[config.mk]
export PLATFORM = sky130hd
export DESIGN_NAME = alu_ctrl_seq
export DESIGN_NICKNAME = d
export VERILOG_FILES = /design/src/rtl/alu_ctrl_pkg.sv /design/src/rtl/alu_ctrl_seq_mul_step_counter.sv /design/src/rtl/alu_ctrl_seq.sv
export SDC_FILE = /design/constraint.sdc
export NUM_CORES = 1
export LEC_CHECK = 0
export ABC_AREA = 1
export CORE_MARGIN = 2
export CORE_UTILIZATION = 36
export CTS_BUF_LIST = sky130_fd_sc_hd__clkbuf_4 sky130_fd_sc_hd__clkbuf_8 sky130_fd_sc_hd__clkbuf_16
export CTS_CLUSTER_DIAMETER = 150
export DETAILED_ROUTE_END_ITERATION = 10
export PLACE_DENSITY_LB_ADDON = 0.2
export REMOVE_ABC_BUFFERS = 1
export SYNTH_ARGS = -nofsm -noshare
export SYNTH_HDL_FRONTEND = slang
export SYNTH_HIERARCHICAL = 1
export SYNTH_SLANG_ARGS = --single-unit
[constraint.sdc]
create_clock -name clk -period 4.59 [get_ports clk]
set_input_delay 0.459 -clock clk [delete_from_list [all_inputs] [get_ports clk]]
set_output_delay 0.459 -clock clk [all_outputs]
set_load 0.01 [all_outputs]
[src/rtl/alu_ctrl_pkg.sv]
`default_nettype none
// ============================================================================
// Module      : alu_ctrl_pkg
// Description : Shared constants and types for the registered ALU control:
//               ALUOp encodings, instruction funct fields, ALU Funct codes,
//               FSM state encoding and the decode result record.
// Revision    : 1.0 - initial release
// ============================================================================
package alu_ctrl_pkg;

    // ALUOp encodings coming from the main decoder
    localparam logic [1:0] c_aluop_add   = 2'b00;
    localparam logic [1:0] c_aluop_sub   = 2'b01;
    localparam logic [1:0] c_aluop_rtype = 2'b10;
    localparam logic [1:0] c_aluop_ori   = 2'b11;

    // Instruction funct field values recognised for R-type
    localparam logic [5:0] c_fn_add = 6'b001011;
    localparam logic [5:0] c_fn_sub = 6'b001101;
    localparam logic [5:0] c_fn_or  = 6'b100101;
    localparam logic [5:0] c_fn_srl = 6'b000010;
    localparam logic [5:0] c_fn_mul = 6'b011001;

    // ALU operation codes driven on Funct
    localparam logic [5:0] c_funct_none = 6'b000000;
    localparam logic [5:0] c_funct_add  = 6'b001001;
    localparam logic [5:0] c_funct_sub  = 6'b001010;
    localparam logic [5:0] c_funct_or   = 6'b010010;
    localparam logic [5:0] c_funct_srl  = 6'b100010;
    localparam logic [5:0] c_funct_mul  = 6'b000101;

    // Control FSM state encoding
    typedef logic [0:0] state_t;
    localparam state_t c_st_idle     = 1'b0;
    localparam state_t c_st_mul_busy = 1'b1;

    // Result of decoding one request
    typedef struct packed {
        logic [5:0] funct;
        logic       illegal;
        logic       is_mul;
    } dec_t;

endpackage
`default_nettype wire

[src/rtl/alu_ctrl_seq_mul_step_counter.sv]
`default_nettype none
// ============================================================================
// Module      : mul_step_counter
// Description : Step index for the shift-add multiplier. Cleared by start,
//               advanced by enable, wraps to zero after the final step and
//               flags the final step combinationally.
// Revision    : 1.0 - initial release
// ============================================================================
module mul_step_counter #(
    parameter int MUL_CYCLES = 32,
    parameter int CNT_W      = $clog2(MUL_CYCLES)
) (
    input  logic             clk,
    input  logic             rst,
    input  logic             start,
    input  logic             enable,
    output logic [CNT_W-1:0] cnt,
    output logic             last
);

    localparam logic [CNT_W-1:0] c_cnt_max = CNT_W'(MUL_CYCLES - 1);

    logic [CNT_W-1:0] r_cnt;

    // Step index: clear on start, advance per step, wrap after the final step
    always_ff @(posedge clk or posedge rst) begin
        if (rst) begin
            r_cnt <= '0;
        end else if (start) begin
            r_cnt <= '0;
        end else if (enable) begin
            r_cnt <= (r_cnt == c_cnt_max) ? '0 : r_cnt + 1'b1;
        end
    end

    assign cnt  = r_cnt;
    assign last = enable && (r_cnt == c_cnt_max);

endmodule
`default_nettype wire

[src/rtl/alu_ctrl_seq.sv]
`default_nettype none
// ============================================================================
// Module      : alu_ctrl_seq
// Description : Registered ALU control. Decodes ALUOp/funct_ctrl into the ALU
//               Funct code behind a valid/ready output slot and sequences a
//               multi-cycle shift-add multiply, holding upstream off until
//               the MUL result code is issued.
// Revision    : 1.0 - initial release
// ============================================================================
module alu_ctrl_seq
    import alu_ctrl_pkg::*;
#(
    parameter int MUL_CYCLES = 32,
    parameter int CNT_W      = $clog2(MUL_CYCLES)
) (
    input  logic             clk,
    input  logic             rst,
    input  logic             in_valid,
    output logic             in_ready,
    input  logic [1:0]       ALUOp,
    input  logic [5:0]       funct_ctrl,
    output logic             out_valid,
    input  logic             out_ready,
    output logic [5:0]       Funct,
    output logic             illegal,
    output logic             mul_start,
    output logic             mul_step,
    output logic [CNT_W-1:0] mul_cnt,
    output logic             mul_last
);

    // Pure decode of one request; unknown R-type funct yields code 0 + illegal
    function automatic dec_t f_decode(input logic [1:0] op, input logic [5:0] fn);
        dec_t d;
        d.funct   = c_funct_none;
        d.illegal = 1'b0;
        d.is_mul  = 1'b0;
        case (op)
            c_aluop_add: d.funct = c_funct_add;
            c_aluop_sub: d.funct = c_funct_sub;
            c_aluop_ori: d.funct = c_funct_or;
            default: begin
                case (fn)
                    c_fn_add: d.funct = c_funct_add;
                    c_fn_sub: d.funct = c_funct_sub;
                    c_fn_or:  d.funct = c_funct_or;
                    c_fn_srl: d.funct = c_funct_srl;
                    c_fn_mul: begin
                        d.funct  = c_funct_mul;
                        d.is_mul = 1'b1;
                    end
                    default: d.illegal = 1'b1;
                endcase
            end
        endcase
        return d;
    endfunction

    state_t     r_state;
    logic       r_out_valid;
    logic [5:0] r_funct;
    logic       r_illegal;
    logic       r_mul_start;
    logic       r_mul_step;

    dec_t       w_dec;
    logic       w_in_ready;
    logic       w_accept;
    logic       w_mul_last;

    assign w_dec      = f_decode(ALUOp, funct_ctrl);
    assign w_in_ready = (r_state == c_st_idle) && (!r_out_valid || out_ready);
    assign w_accept   = in_valid && w_in_ready;

    // Output slot and IDLE/MUL_BUSY sequencing; a MUL spends one load cycle
    // (mul_start) then MUL_CYCLES step cycles before the result is issued
    always_ff @(posedge clk or posedge rst) begin
        if (rst) begin
            r_state     <= c_st_idle;
            r_out_valid <= 1'b0;
            r_funct     <= c_funct_none;
            r_illegal   <= 1'b0;
            r_mul_start <= 1'b0;
            r_mul_step  <= 1'b0;
        end else if (r_state == c_st_idle) begin
            if (w_accept) begin
                if (w_dec.is_mul) begin
                    // Any pending result retires this edge; slot stays empty
                    r_state     <= c_st_mul_busy;
                    r_mul_start <= 1'b1;
                    r_out_valid <= 1'b0;
                end else begin
                    r_out_valid <= 1'b1;
                    r_funct     <= w_dec.funct;
                    r_illegal   <= w_dec.illegal;
                end
            end else if (r_out_valid && out_ready) begin
                r_out_valid <= 1'b0;
            end
        end else begin
            if (r_mul_start) begin
                r_mul_start <= 1'b0;
                r_mul_step  <= 1'b1;
            end else if (w_mul_last) begin
                r_mul_step  <= 1'b0;
                r_state     <= c_st_idle;
                r_out_valid <= 1'b1;
                r_funct     <= c_funct_mul;
                r_illegal   <= 1'b0;
            end
        end
    end

    mul_step_counter #(
        .MUL_CYCLES (MUL_CYCLES),
        .CNT_W      (CNT_W)
    ) u_mul_step_counter (
        .clk    (clk),
        .rst    (rst),
        .start  (r_mul_start),
        .enable (r_mul_step),
        .cnt    (mul_cnt),
        .last   (w_mul_last)
    );

    assign in_ready  = w_in_ready;
    assign out_valid = r_out_valid;
    assign Funct     = r_funct;
    assign illegal   = r_illegal;
    assign mul_start = r_mul_start;
    assign mul_step  = r_mul_step;
    assign mul_last  = w_mul_last;

endmodule
`default_nettype wire

* After elaboration in Yosys (flattened, before gate mapping)
Index checks and enable logic that the tools add are counted.
** Operators by class
- Muxes and demuxes :: 33
- Equal/unequal tests :: 11
- Shift operators :: 0
- $mul :: 0
- Div/mod/pow operators :: 0
- $add $sub $neg :: 1
- Reduce and logical (&&, ||, !) cells :: 18
- Bitwise logic cells :: 1
- Magnitude comparators :: 0
** Operators by type and width (number)
- $mux W6 :: 5
- $pmux W6 S5 :: 1
- $mux W1 :: 22
- $pmux W6 S3 :: 1
- $mux W5 :: 3
- $eq A6 B4 Y1 const B :: 2
- $reduce_bool A2 Y1 :: 4
- $eq A6 B2 Y1 const B :: 1
- $eq A6 B5 Y1 const B :: 1
- $eq A6 B6 Y1 const B :: 1
- $ne A2 B2 Y1 const B :: 3
- $add A5 B1 Y5 const B :: 1
- $eq A5 B5 Y1 const B :: 1
- $reduce_or A5 Y1 :: 1
- $logic_and A1 B1 Y1 :: 4
- $reduce_and A2 Y1 :: 2
- $reduce_and A4 Y1 :: 1
- $reduce_and A3 Y1 :: 1
- $reduce_bool A3 Y1 :: 1
- $reduce_or A3 Y1 :: 1
- $eq A2 B1 Y1 const B :: 1
- $eq A2 B2 Y1 const B :: 1
- $logic_not A2 Y1 :: 1
- $mux W2 :: 1
- 3 further kinds :: 3
** Word-level totals
- Register bits :: 16
- Bits in writable memories :: 0
- Bits of input ports :: 12
- Memories kept :: 0
- Memory bits (read-only) :: 0
- Output and inout bits :: 17
- Word-level logic and storage cells :: 71
- Bits in latches :: 0

* Longest topological paths before layout
Gate-level depths: netlist of the first run.
- Depth after elaboration :: 7
- Depth in mapped cells :: 12
- Depth with buffers taken out :: 12

* Modules after synthesis
Netlist of the first run, hierarchy kept.
** Modules (own cells, without submodules)
- alu_ctrl_seq :: times used 1, cells each 98, area each 661.9 sq um, seq. area each 275.3 sq um
- mul_step_counter :: times used 1, cells each 39, area each 287.8 sq um, seq. area each 125.1 sq um

* Worst setup path after synthesis of the first run
OpenSTA, ideal clock, no wires.
- Path type :: register -> register
- Start :: reg u_mul_step_counter.r_cnt[0], in the netlist u_mul_step_counter/cnt[0]
- End :: reg r_funct[3], in the netlist Funct[3]
- Buffers on the path :: 0
- Library setup time :: 0.126 ns
- Arrival time :: 1.564 ns
- Required time :: 4.464 ns
- Clock period less this slack :: 1.690 ns
- Setup slack :: 2.900 ns
- Cell stages (with the launch flop) :: 12
- Cell sequence :: dfrtp_1 ha_1 nand2_1 nor2_1 ha_1 nand2_1 inv_1 nand2_1 nand2_1 nand3_4 nand2_1 o21ai_0
** Between the ends
- Longest elaborated chain between the ends :: 4
** Ends and longest elaborated chain
- start, declared :: RTL line alu_ctrl_seq_mul_step_counter.sv:23 : logic [CNT_W-1:0] r_cnt;
- start signal, assigned :: RTL line alu_ctrl_seq_mul_step_counter.sv:32 : r_cnt <= (r_cnt == c_cnt_max) ? '0 : r_cnt + 1'b1;
- $eq A5 B5 Y1 :: RTL line alu_ctrl_seq_mul_step_counter.sv:37 : assign last = enable && (r_cnt == c_cnt_max);
- $logic_and A1 B1 Y1 :: RTL line alu_ctrl_seq_mul_step_counter.sv:37
- via mul_last :: RTL line alu_ctrl_seq.sv:29 : output logic mul_last
- $ne A2 B2 Y1 (no source line)
- $reduce_and A4 Y1 (no source line)
- end signal, assigned :: RTL line alu_ctrl_seq.sv:81 : r_funct <= c_funct_none;
- end signal, assigned :: RTL line alu_ctrl_seq.sv:94 : r_funct <= w_dec.funct;
- end signal, assigned :: RTL line alu_ctrl_seq.sv:108 : r_funct <= c_funct_mul;
- end, declared :: RTL line alu_ctrl_seq.sv:61 : logic [5:0] r_funct;
The timed path passes the listed nets, and every way through them passes these cells.
A chain may end at the register's enable or synchronous reset.

* Worst setup path after layout of the first run
- Start :: reg u_mul_step_counter.r_cnt[0], in the netlist u_mul_step_counter/cnt[0]
- End :: out mul_last
** Between the ends
- Longest elaborated chain between the ends :: 2
** Ends and longest elaborated chain (RTL line)
- $eq A5 B5 Y1 :: alu_ctrl_seq_mul_step_counter.sv:37
- $logic_and A1 B1 Y1 :: alu_ctrl_seq_mul_step_counter.sv:37
- end, declared :: alu_ctrl_seq.sv:29
No other way between the ends.

==> results of run 1 <==
registers in the layout, indices dropped and copies added (netlist names):
register	count
r_state	1
illegal	1
mul_start	1
u_mul_step_counter/cnt	5
out_valid	1
mul_step	1
Funct	6
cell families (layout without fill, tap and decap cells):
family / Yosys count / count (layout)
buf+inv: 24 / 56
compound gates: 11 / 11
fa+ha+maj: 2 / 2
flops: 16 / 16
simple gates: 84 / 84
worst max-delay path, stage by stage (launching register included):
cell and delay (ns):
dfrtp_1 0.44, ha_1 0.20, nand2_1 0.07, nor2_1 0.10, ha_1 0.21, nand2_1 0.06
inv_1 0.09, clkdlybuf4s50_1 0.54
area by class of cell:
cell class	instances	area, um2
fillers	254	1200
multi-input cells	97	459
flip-flops and latches	16	400
repair buffers	28	280
inverters	24	90.1
well taps	30	37.5
clock buffers	4	36.3
routing by layer:
| metal | part of all wire | vias up |
|---|---|---|
| li1 | - | 486 |
| met1 | 0.48 | 419 |
| met2 | 0.48 | 18 |
| met3 | 0.034 | 2 |
| met4 | 0.0049 | 0 |
| met5 | 0 | - |
cell usage after synthesis:
| cell | n | share of area |
|---|---|---|
| nor2_1 | 13 | 0.051 |
| o21ai_0 | 5 | 0.026 |
| dfrtp_1 | 16 | 0.42 |
| inv_2 | 2 | 0.0079 |
| nand2_1 | 49 | 0.19 |
| nand3_4 | 1 | 0.018 |
| or2_1 | 1 | 0.0066 |
| nand4_1 | 1 | 0.0066 |
| a21oi_2 | 1 | 0.0092 |
| a21oi_1 | 2 | 0.011 |
| nor2_2 | 4 | 0.026 |
| nor3_1 | 1 | 0.0053 |
| nand4_2 | 1 | 0.013 |
| o21ai_1 | 2 | 0.011 |
| nand3_1 | 11 | 0.058 |
| inv_1 | 22 | 0.087 |
| o21a_1 | 1 | 0.0079 |
| ha_1 | 2 | 0.026 |
| nand2_2 | 2 | 0.013 |
worst paths after layout:
check | cells past startpoint | from | slack (ns) | to
min in group clk | 2 | Funct[1] | 0.49 | Funct[1]
hold reg to reg | 2 | Funct[1] | 0.49 | Funct[1]
hold / removal | 2 | rst | 0.39 | u_mul_step_counter/cnt[4]
max in group asynchronous | 2 | rst | 3.79 | Funct[4]
setup / recovery | 7 | u_mul_step_counter/cnt[0] | 2.13 | mul_last
setup reg to reg | 11 | u_mul_step_counter/cnt[0] | 2.78 | Funct[3]
stage by stage:
stage | hold WS (ns) | util | instances | power [mW]
2_1_floorplan | 0.238 | - | 137 | 0.200
3_3_place_gp | 0.465 | 0.507 | 195 | 0.243
3_5_place_dp | 0.464 | 0.507 | 195 | 0.243
4_1_cts | 0.391 | 0.522 | 199 | 0.336
5_1_grt | 0.408 | 0.522 | 199 | 0.350
6_report | 0.389 | 0.522 | 199 | 0.331
power groups by stage:
| stage | clock [mW] | combinational [mW] | sequential, mW |
|---|---|---|---|
| 2_1_floorplan | 0 | 0.0328 | 0.167 |
| 3_3_place_gp | 0 | 0.0800 | 0.163 |
| 3_5_place_dp | 0 | 0.0812 | 0.162 |
| 4_1_cts | 0.0939 | 0.0818 | 0.160 |
| 5_1_grt | 0.0972 | 0.0902 | 0.162 |
| 6_report | 0.0912 | 0.0805 | 0.160 |
==> results.md, run 1 <==
- Root Buffer: clkbuf_4
- Achievable Freq: 407 MHz
- Die footprint: 3060 um2
- Setup CP Type: reg -> out
- Total grt overflow: 0
- H-tree levels: 1
- Routed WL: 2.03 mm
- Largest family of logic cells by synthesized area: simple AND/OR/NAND/NOR gates
- Crit path DAT: 2.00 ns
- # clock sinks: 16
- Vias in the first global route: 872
- Part of the power in the clock network: 0.275
- Compound-Gate Fraction of Synth Area: 0.0646
- Mux contribution to synthesized area: 0
- Antenna Cells: 0
- Core area: 2500 um2
- Seq/Total Area, Yosys: 0.422
- Met3 Use GR: 0.0234
- Largest fanout on the critical path: 6
- First-pass GRT wire length: 3.48 mm
- Setup violators final: 0
- Placement Setup Slack: 2.44 ns
- Chip Width: 55.4 um
- CTS Buf Count: 3
- Sequential power share: 0.482
- Ports: 29
- Xor/xnor cell area share of the yosys netlist: 0
- Ratio of cells with drive above 1 in the final layout: 0.0888
- # DRC: 0
- Max-slew violations: 0
- Pwr/cell area: 254 nW/um2
- Crit. End Element: output port
- PostCTS Resize Cnt: 0
- Layout Nets: 184
- First-pass detailed-route iteration total: 4
- Die height: 55.4 um
- Largest net degree at the start of global routing: 12
- Clock latency at the later pin of the worst-skew pair: 0.28 ns
- Final Instance Area: 1300 um2
- Max cap viols: 0
- Final hold vios: 0
- Comb pwr share: 0.243
- Status: finished clean
- Area growth from synthesis to layout: 37.3%
- Startpoint Class: flip-flop
- Clock-pin slew on the worst setup and hold paths: 0.09 ns
- Routed len/inst: 10.2 um
- Synth Area in Simple Gates: 0.393
- Syn avg cell area: 6.93 um2
- Measured slew at the worst slew-check pin: 0.431 ns
- Longest Clk Path Bufs: 2
- Detailed placer's ending HPWL: 1.64 mm
- Initial Utilization: 0.380
- Initial detailed-routing violation count: 23
- Row cnt: 18
- Yosys cell types: 19
- Detail-routed via count per cell: 4.65
- Peak VDD IR: 0.170 mV
- Setup TNS: 0 ns
- Post-route ant nets: 0
- Initial antenna violation count: 0
- Max-slew headroom: 0.712
- Critical Path RT: 4.13 ns
- Tcrit/Tclk final: 0.535
- GR Util met1: 0.170
- Synthesized area: 950 um2
- Port Buf Inserts: 28
- Pleak: 0.713 nW
- Switching Power: 89.9 uW
- Final GP Congestion: 0.851
- Seq cells post-synth: 16
- Tot GR Track Use: 0.135
- Cts hold-fix bufs: 0
- Most Crowded Layer GR: met2
- Sw frac: 0.271
- Fin Clk Skew: 0.00373 ns
- Internal Pwr Total: 241 uW
- Synth Area in Adders: 0.0264
- Period minus WS final: 2.46 ns
- Unrepaired setup endpoints after global routing: no
- DP Area: 1270 um2
- Met2 usage: 0.230
- Vias post-DR: 925
- Post-CTS Setup Inserts: 0
- Most frequent cells in the layout: 49 x nand2_1, 28 x clkdlybuf4s50_1, 22 x inv_1, 16 x dfrtp_1, 13 x nor2_1
- Cells after Synth: 137
- Worst setup margin: 2.13 ns
- Min-Delay Path Class: in -> async
- TritonCTS clock tree: yes
- Yosys warning total: 6
- Most common cell after layout, fill and taps aside: nand2_1
Power figures use the tool's default switching activity.
==> run 2, diff against run 1 <==
==> constraint.sdc (replaced) <==
create_clock -name clk -period 2.3 [get_ports clk]
set_input_delay 0.23 -clock clk [delete_from_list [all_inputs] [get_ports clk]]
set_output_delay 0.23 -clock clk [all_outputs]
set_load 0.01 [all_outputs]
==> run 2 against run 1 <==
  * First-iteration DRC count decreased by 8.7%
  * Critical path type unchanged
  * Sequential share of layout area grew 0.15 points
  * Core utilization fell by 0.25 points
  * Design area down 0.48%
  * Clock power grew 52%
  * Worst setup slack worse by 2.0 ns
  * Critical path depth stayed put
  * Power up 86%
==> results.md, run 2 (synthesized netlist as in run 1, its figures left out) <==
- Peak VDD IR: 0.358 mV (+110%)
- Tcrit/Tclk final: 0.938
- Longest Clk Path Bufs: 2 (unchanged)
- Detail-routed via count per cell: 4.54 (-2.3%)
- H-tree levels: 1 (unchanged)
- Row cnt: 18 (unchanged)
- Status: finished clean
- Total grt overflow: 0 (unchanged)
- # DRC: 0 (unchanged)
- Tot GR Track Use: 0.136 (+0.000891)
- TritonCTS clock tree: yes
- Final GP Congestion: 0.854 (+0.27%)
- Post-route ant nets: 0 (unchanged)
- CP max stage delay: 0.54 ns (about the same)
- # clock sinks: 16 (unchanged)
- Most frequent cells in the layout: 49 x nand2_1, 28 x clkdlybuf4s50_1, 22 x inv_1, 16 x dfrtp_1, 13 x nor2_1
- Worst setup margin: 0.142 ns (-1.99 ns)
- Ratio of cells with drive above 1 in the final layout: 0.0888 (unchanged)
- Startpoint Class: flip-flop
- Die footprint: 3060 um2 (unchanged)
- Critical Path RT: 2.07 ns (-2.06 ns)
- Setup TNS: 0 ns (unchanged)
- Unrepaired setup endpoints after global routing: no
- Die height: 55.4 um (unchanged)
- Pleak: 0.711 nW (-0.24%)
- Largest net degree at the start of global routing: 12 (unchanged)
- Filler cells: 266 (+4.7%)
- Tot Pwr: 618 uW (+86%)
- Area growth from synthesis to layout: 36.6%
- Routed len/inst: 10.1 um (-1.5%)
- Fin Clk Skew: 0.000956 ns (-0.00277 ns)
- Layout Nets: 185 (+0.54%)
- Placement Setup Slack: 0.429 ns (-2.01 ns)
- Routed WL: 2.00 mm (-1.5%)
- CP cell instances: ha_1 -> nand2_1 -> nor2_1 -> ha_1 -> nand2_1 -> inv_1 -> clkdlybuf4s50_1
- Setup violators final: 0 (unchanged)
- Initial Utilization: 0.380 (unchanged)
- Most common cell after layout, fill and taps aside: nand2_1
- Max-slew violations: 0 (unchanged)
- Ports: 29 (unchanged)
- Min-Delay Path Class: in -> async
- Initial antenna violation count: 0 (unchanged)
- Cts hold-fix bufs: 0 (unchanged)
- Vias in the first global route: 854 (-2.1%)
- Multi-input gate area: 459 um2 (unchanged)
- First-pass GRT wire length: 3.51 mm (+0.81%)
- Detailed placer's ending HPWL: 1.63 mm (-0.81%)
- Final hold vios: 0 (unchanged)
- Largest register FFs: 6 (unchanged)
- Port Buf Inserts: 28 (unchanged)
- Period minus WS final: 2.16 ns
- Slowest-stage cell, CP: clkdlybuf4s50_1
- Chip Width: 55.4 um (unchanged)
- Clock latency at the later pin of the worst-skew pair: 0.27 ns (about the same)
- Max-slew headroom: 0.725 (+0.0124)
- CTS Buf Count: 3 (unchanged)
- Root Buffer: clkbuf_4
- Antenna Cells: 0 (unchanged)
- Register Area: 400 um2 (unchanged)
- Clock-pin slew on the worst setup and hold paths: 0.08 ns (about the same)
- Crit path DAT: 1.93 ns (-0.07 ns)
- Vias post-DR: 904 (-2.3%)
- Max cap viols: 0 (unchanged)
- Measured slew at the worst slew-check pin: 0.413 ns (-0.0187 ns)
- Achievable Freq: 463 MHz
- Setup CP Type: reg -> out
- Pwr/cell area: 476 nW/um2 (+87%)
- Crit. End Element: output port
- First-pass detailed-route iteration total: 4 (unchanged)
- Core area: 2500 um2 (unchanged)
- Initial detailed-routing violation count: 21 (-8.7%)
- Largest fanout on the critical path: 5 (-1)
## run 2: critical path: cells and delay by family (launching register included)
kind	cells	cell delay, ns
flops	1	0.41
simple gates	3	0.23
fa+ha+maj	2	0.39
buf+inv	2	0.63
## run 2: worst paths after layout
path,startpoint,endpoint,slack [ns],cells after the start
worst min register to register,Funct[1],Funct[1],0.49,2
min in group clk,Funct[1],Funct[1],0.49,2
worst max-delay path,u_mul_step_counter/cnt[1],mul_last,0.14,7
worst max register to register,u_mul_step_counter/cnt[1],illegal,0.56,12
max in group asynchronous,rst,r_state,1.75,2
worst min-delay path,rst,u_mul_step_counter/cnt[1],0.17,2
## run 2: through the flow
| stage | std cells | hold slack, ns | cell area (um2) | utilization |
|---|---|---|---|---|
| 5_1_grt | 199 | 0.162 | 1300 | 0.519 |
| 6_report | 199 | 0.170 | 1300 | 0.519 |
| 4_1_cts | 198 | 0.167 | 1290 | 0.516 |
| 2_1_floorplan | 137 | 0.00852 | 950 | - |
| 3_5_place_dp | 195 | 0.464 | 1270 | 0.507 |
| 3_3_place_gp | 195 | 0.463 | 1270 | 0.507 |
## run 2: cell type report
class / instances / share of cell area
Multi-Input combinational cell: 97 / 0.354
Clock buffer: 3 / 0.0174
Sequential cell: 16 / 0.309
Tap cell: 30 / 0.0289
Timing Repair Buffer: 29 / 0.222
Inverter: 24 / 0.0694
## run 2: where the power goes
group / switching (mW) / total (mW) / internal (mW) / leakage (nW)
Sequential: 0.0158 / 0.319 / 0.303 / 0.215
Combinational: 0.0775 / 0.160 / 0.0829 / 0.483
Clock: 0.0781 / 0.139 / 0.0606 / 0.0138
## run 2: what timing repair did
| action | in CTS | in global routing |
|---|---|---|
| buffers inserted | 0 | 1 |
| endpoints found under the setup margin | 0 | 1 |
| resized for setup | 0 | 0 |
## run 2: routing by layer
layer,GRT usage,routed length (um),up-vias,part of all wire
li1,-,-,485,-
met1,0.169,1000,402,0.50
met2,0.240,918,15,0.46
met3,0.0281,72,2,0.036
met4,0.0348,6,0,0.0030
met5,0,0,-,0
==> run 3, diff against run 2 <==
--- a/config.mk
+++ b/config.mk
@@ -7,7 +7,7 @@
 export LEC_CHECK = 0
 export ABC_AREA = 1
 export CORE_MARGIN = 2
-export CORE_UTILIZATION = 36
+export CORE_UTILIZATION = 45
 export CTS_BUF_LIST = sky130_fd_sc_hd__clkbuf_4 sky130_fd_sc_hd__clkbuf_8 sky130_fd_sc_hd__clkbuf_16
 export CTS_CLUSTER_DIAMETER = 150
 export DETAILED_ROUTE_END_ITERATION = 10
==> run 3 against run 2 <==
  * First-iteration DRC count shrank 24%
  * Global-route usage grew 5.6 points
  * Design area grew 1.3%
  * Sequential power is essentially flat
  * Final cell count shrank 1.0%
  * Clock skew grew 0.0024 ns
  * Register-to-register slack gained 0.02 ns
  * Sequential share of layout area shrank 0.29 points
  * Largest power group unchanged
  * Highest routed layer unchanged
==> results.md, run 3 (synthesized netlist as in run 1, its figures left out) <==
- Crit. End Element: output port
- Sequential power share: 0.481 (-0.035)
- Setup violators final: 0 (unchanged)
- Tot GR Track Use: 0.193 (+0.0565)
- Most common cell after layout, fill and taps aside: nand2_1
- Achievable Freq: 551 MHz (+19%)
- Crit path DAT: 1.58 ns (-0.35 ns)
- Longest Clk Path Bufs: 2 (unchanged)
- Vias post-DR: 956 (+5.8%)
- Pwr/cell area: 504 nW/um2 (+5.9%)
- Ratio of cells with drive above 1 in the final layout: 0.106 (+0.0171)
- Measured slew at the worst slew-check pin: 0.474 ns (+0.0616 ns)
- Fin Clk Skew: 0.00338 ns (+0.00243 ns)
- # DRC: 0 (unchanged)
- Ports: 29 (unchanged)
- Routed WL: 2.06 mm (+2.9%)
- Core area: 1980 um2 (-21%)
- Clock latency at the later pin of the worst-skew pair: 0.28 ns (about the same)
- Die height: 49.9 um (-9.8%)
- Startpoint Class: flip-flop
- Reg2Reg Depth: 11 (-1)
- Max-slew violations: 0 (unchanged)
- Clock-pin slew on the worst setup and hold paths: 0.09 ns (about the same)
- Comb pwr share: 0.243 (-0.017)
- Internal Pwr Total: 482 uW (+8.0%)
- Period minus WS final: 1.81 ns (-0.344 ns)
- Cts hold-fix bufs: 0 (unchanged)
- Pleak: 0.732 nW (+3.0%)
- Row cnt: 16 (-2)
- Switching Power: 180 uW (+5.3%)
- Peak VDD IR: 0.351 mV (-2.1%)
- Placed Cells: 192 (-1.5%)
- Flop-to-flop setup slack: 0.58 ns (+0.02 ns)
- Final std cells w/o fill: 197 (-1.0%)
- Total grt overflow: 0 (unchanged)
- Initial Utilization: 0.479 (+0.0993)
- Detailed placer's ending HPWL: 1.66 mm (+1.7%)
- First-pass detailed-route iteration total: 4 (unchanged)
- Reg2reg start: u_mul_step_counter/cnt[1]
- Vias in the first global route: 875 (+2.5%)
- Filler cells: 178 (-33%)
- Unrepaired setup endpoints after global routing: no
- # clock sinks: 16 (unchanged)
- Initial detailed-routing violation count: 16 (-24%)
- Max-slew headroom: 0.683 (-0.0411)
- Part of the power in the clock network: 0.276 (+0.052)
- TritonCTS clock tree: yes
- Most frequent cells in the layout: 49 x nand2_1, 27 x clkdlybuf4s50_1, 22 x inv_1, 15 x dfrtp_1, 13 x nor2_1
- Post-route ant nets: 0 (unchanged)
- Largest net degree at the start of global routing: 12 (unchanged)
- Critical Path RT: 2.07 ns (about the same)
- Root Buffer: clkbuf_4
- Max cap viols: 0 (unchanged)
- Largest register FFs: 6 (unchanged)
- Area growth from synthesis to layout: 38.3%
- Final hold slack: 0.181 ns (+0.0109 ns)
- Antenna Cells: 0 (unchanged)
- Setup CP Type: reg -> out
- Initial antenna violation count: 0 (unchanged)
- Status: finished clean
- Detail-routed via count per cell: 4.85 (+6.8%)
- Sw frac: 0.272 (-0.00506)
- Tcrit/Tclk final: 0.789 (-0.150)
- Final hold vios: 0 (unchanged)
- Final GP Congestion: 0.858 (+0.55%)
- H-tree levels: 1 (unchanged)
- Setup TNS: 0 ns (unchanged)
- Die footprint: 2490 um2 (-19%)
- Chip Width: 49.9 um (-9.8%)
- First-pass GRT wire length: 3.64 mm (+3.9%)
- R2R Path End: Funct[3]
- Routed len/inst: 10.5 um (+4.0%)
- Port Buf Inserts: 28 (unchanged)
- Min-Delay Path Class: in -> async
- Largest fanout on the critical path: 5 (unchanged)
- CTS Buf Count: 3 (unchanged)
- Layout Nets: 185 (unchanged)
## run 3: what timing repair did
action	in CTS	in global routing
gates resized for setup	0	3
buffers inserted	0	1
endpoints found under the setup margin	0	1
## run 3: worst max path at each step
stage	slack (ns)	startpoint	cells after the start	end
floorplan	0.61	u_mul_step_counter/cnt[0]	11	Funct[3]
global placement	0.44	u_mul_step_counter/cnt[0]	7	mul_last
detailed placement	0.38	u_mul_step_counter/cnt[0]	7	mul_last
CTS	0.06	u_mul_step_counter/cnt[0]	7	mul_last
global route	0.31	u_mul_step_counter/cnt[1]	7	mul_last
finish	0.49	u_mul_step_counter/cnt[1]	7	mul_last
## run 3: through the flow
stage | setup slack, ns | instance area (um2) | utilization | power [mW]
floorplan | 0.610 | 950 | - | 0.399
global placement | 0.444 | 1260 | 0.638 | 0.482
detailed placement | 0.383 | 1260 | 0.638 | 0.487
CTS | 0.0608 | 1300 | 0.656 | 0.671
global route | 0.314 | 1310 | 0.663 | 0.707
finish | 0.486 | 1310 | 0.663 | 0.662
## run 3: cell type report
type,count,area (um2),share of cell area
Multi-Input combinational cell,97,462,0.351
Sequential cell,16,402,0.306
Timing Repair Buffer,29,290,0.221
Inverter,24,90.1,0.0686
Clock buffer,4,36.3,0.0276
Tap cell,27,33.8,0.0257
## run 3: routing by layer
metal	track usage	wire, um	vias to the layer above
met5	0	0	-
met4	0.0833	38	0
met3	0.0273	77	4
met2	0.353	1060	27
met1	0.220	887	434
li1	-	-	491
## run 3: worst max-delay path, cell delays in order, from the launching register on
cell            delay [ns]
dfrtp_1               0.42
ha_1                  0.19
nand2_1               0.07
nor2_1                0.11
ha_2                  0.21
nand2_1               0.05
inv_1                 0.08
dlymetal6s2s_1        0.17
## run 3: power by group through the flow
stage	Combinational (mW)	Clock, mW	Sequential (mW)
global placement	0.159	0	0.323
CTS	0.162	0.189	0.319
detailed placement	0.162	0	0.325
global route	0.178	0.206	0.323
floorplan	0.0654	0	0.333
finish	0.161	0.183	0.319
==> RTL change: new RTL, flow settings as in run 1 <==
`MUL_CYCLES` is set to 32 in 2 places; all go to 16.
--- a/src/rtl/alu_ctrl_seq_mul_step_counter.sv
+++ b/src/rtl/alu_ctrl_seq_mul_step_counter.sv
@@ -7,7 +7,7 @@
 // Revision    : 1.0 - initial release
 // ============================================================================
 module mul_step_counter #(
-    parameter int MUL_CYCLES = 32,
+    parameter int MUL_CYCLES = 16,
     parameter int CNT_W      = $clog2(MUL_CYCLES)
 ) (
     input  logic             clk,
--- a/src/rtl/alu_ctrl_seq.sv
+++ b/src/rtl/alu_ctrl_seq.sv
@@ -10,7 +10,7 @@
 module alu_ctrl_seq
     import alu_ctrl_pkg::*;
 #(
-    parameter int MUL_CYCLES = 32,
+    parameter int MUL_CYCLES = 16,
     parameter int CNT_W      = $clog2(MUL_CYCLES)
 ) (
     input  logic             clk,
Ports: changed (resized mul_cnt); port bits go from 29 to 28. No check against the original RTL was run, so the function may have changed too.
==> RTL change against run 1 <==
Register-to-register slack gained 0.19 ns. Count of clock-buffer cells in the layout shrank 1. Total power grew 2.2%. Die area shrank 5.4%. Area after synthesis shrank 5.8%. Wire length is essentially flat. Synthesized cell count shrank 9.5%. Fmax grew 7.2%. Sequential cell count shrank 1. Setup slack gained 0.17 ns. Final area shrank 5.7%.
==> RTL change: results (changes against run 1) <==
{
  "run_status": {"value": "completed"},
  "internal_power": {"value": 234.0, "unit": "uW", "change": "-3.1%"},
  "grt_first_pass_wirelength": {"value": 3263, "unit": "microns", "change": "-6.2%"},
  "drt_iter0_markers": {"value": 28, "change": "+22%"},
  "synth_top_cells_by_area": {"value": "sky130_fd_sc_hd__dfrtp_1 42%, sky130_fd_sc_hd__nand2_1 16%, sky130_fd_sc_hd__inv_1 7.6%"},
  "detailed_place_hpwl": {"value": 1637, "unit": "microns", "change": "-0.47%"},
  "critical_path_peak_fanout": {"value": 5, "change": "-1"},
  "seq_area_frac_synth": {"value": 41.96, "unit": "%", "change": "-0.20 points"},
  "met1Wirelength": {"value": 932, "unit": "microns", "change": "-4.9%"},
  "wl_met3": {"value": 110, "unit": "microns", "change": "+59%"},
  "gr-usage-met1": {"value": 19.20, "unit": "%", "change": "+2.2 points"},
  "irDropWorstVdd": {"value": 0.0002121, "unit": "V", "change": "+25%"},
  "dpl_cell_area": {"value": 1202, "unit": "sq um", "change": "-5.1%"},
  "n_multi_input_combinational_cell": {"value": 88, "change": "-9.3%"},
  "number_of_global_route_vias_before_repair": {"value": 786, "change": "-9.9%"},
  "max_stage_delay": {"value": 0.58, "unit": "ns", "change": "+0.04 ns"},
  "area.share.sequential": {"value": 30.52, "unit": "%", "change": "-0.19 points"},
  "n_all_buffers": {"value": 27, "change": "-3.6%"},
  "dp_slack": {"value": 2.446, "unit": "ns", "change": "+0.002010 ns"},
  "postLayoutCoreUtil": {"value": 51.04, "unit": "%", "change": "-1.1 points"},
  "fillerInstances": {"value": 242, "change": "-4.7%"},
  "clock_buffers": {"value": 3, "change": "-1"},
  "sw_frac_of_total": {"value": 30.86, "unit": "%", "change": "+3.7 points"},
  "detailroute.wirelength.met2": {"value": 978, "unit": "microns", "change": "+0.51%"},
  "port_buffers": {"value": 27, "change": "-3.6%"},
  "tightest_slew": {"value": 0.4169, "unit": "ns", "change": "-0.01442 ns"},
  "vias": {"value": 878, "change": "-5.1%"},
  "vias_per_cell": {"value": 4.746, "change": "+2.1%"},
  "post_synthesis_compound_gate_area_fraction": {"value": 7.552, "unit": "%", "change": "+1.1 points"},
  "gr-usage-met2": {"value": 27.24, "unit": "%", "change": "+4.3 points"},
  "power_frac_seq": {"value": 47.6, "unit": "%", "change": "-0.6 points"},
  "placed_cells_incl_taps": {"value": 181, "change": "-7.2%"}
}
-- RTL change: changes by cell type after synthesis, sizes merged --
cell,run 1,this run
o21a,1,0
nor3b,0,1
nand2,51,43
a21oi,3,4
inv,24,21
nor2,17,15
dfrtp,16,15
ha,2,1
a22o,0,1
-- RTL change: final timing paths --
path | from | end | slack, ns | cells after the start
setup reg to reg | u_mul_step_counter/cnt[1]$_DFFE_PP0P_ | Funct[3]$_DFFE_PP0P_ | 2.97 | 8
hold / removal | rst | u_mul_step_counter/cnt[3]$_DFFE_PP0P_ | 0.38 | 2
max in group asynchronous | rst | Funct[4]$_DFFE_PP0P_ | 3.81 | 2
min in group clk | Funct[1]$_DFFE_PP0P_ | Funct[1]$_DFFE_PP0P_ | 0.49 | 2
hold reg to reg | Funct[1]$_DFFE_PP0P_ | Funct[1]$_DFFE_PP0P_ | 0.49 | 2
setup / recovery | u_mul_step_counter/cnt[1]$_DFFE_PP0P_ | mul_last | 2.30 | 4
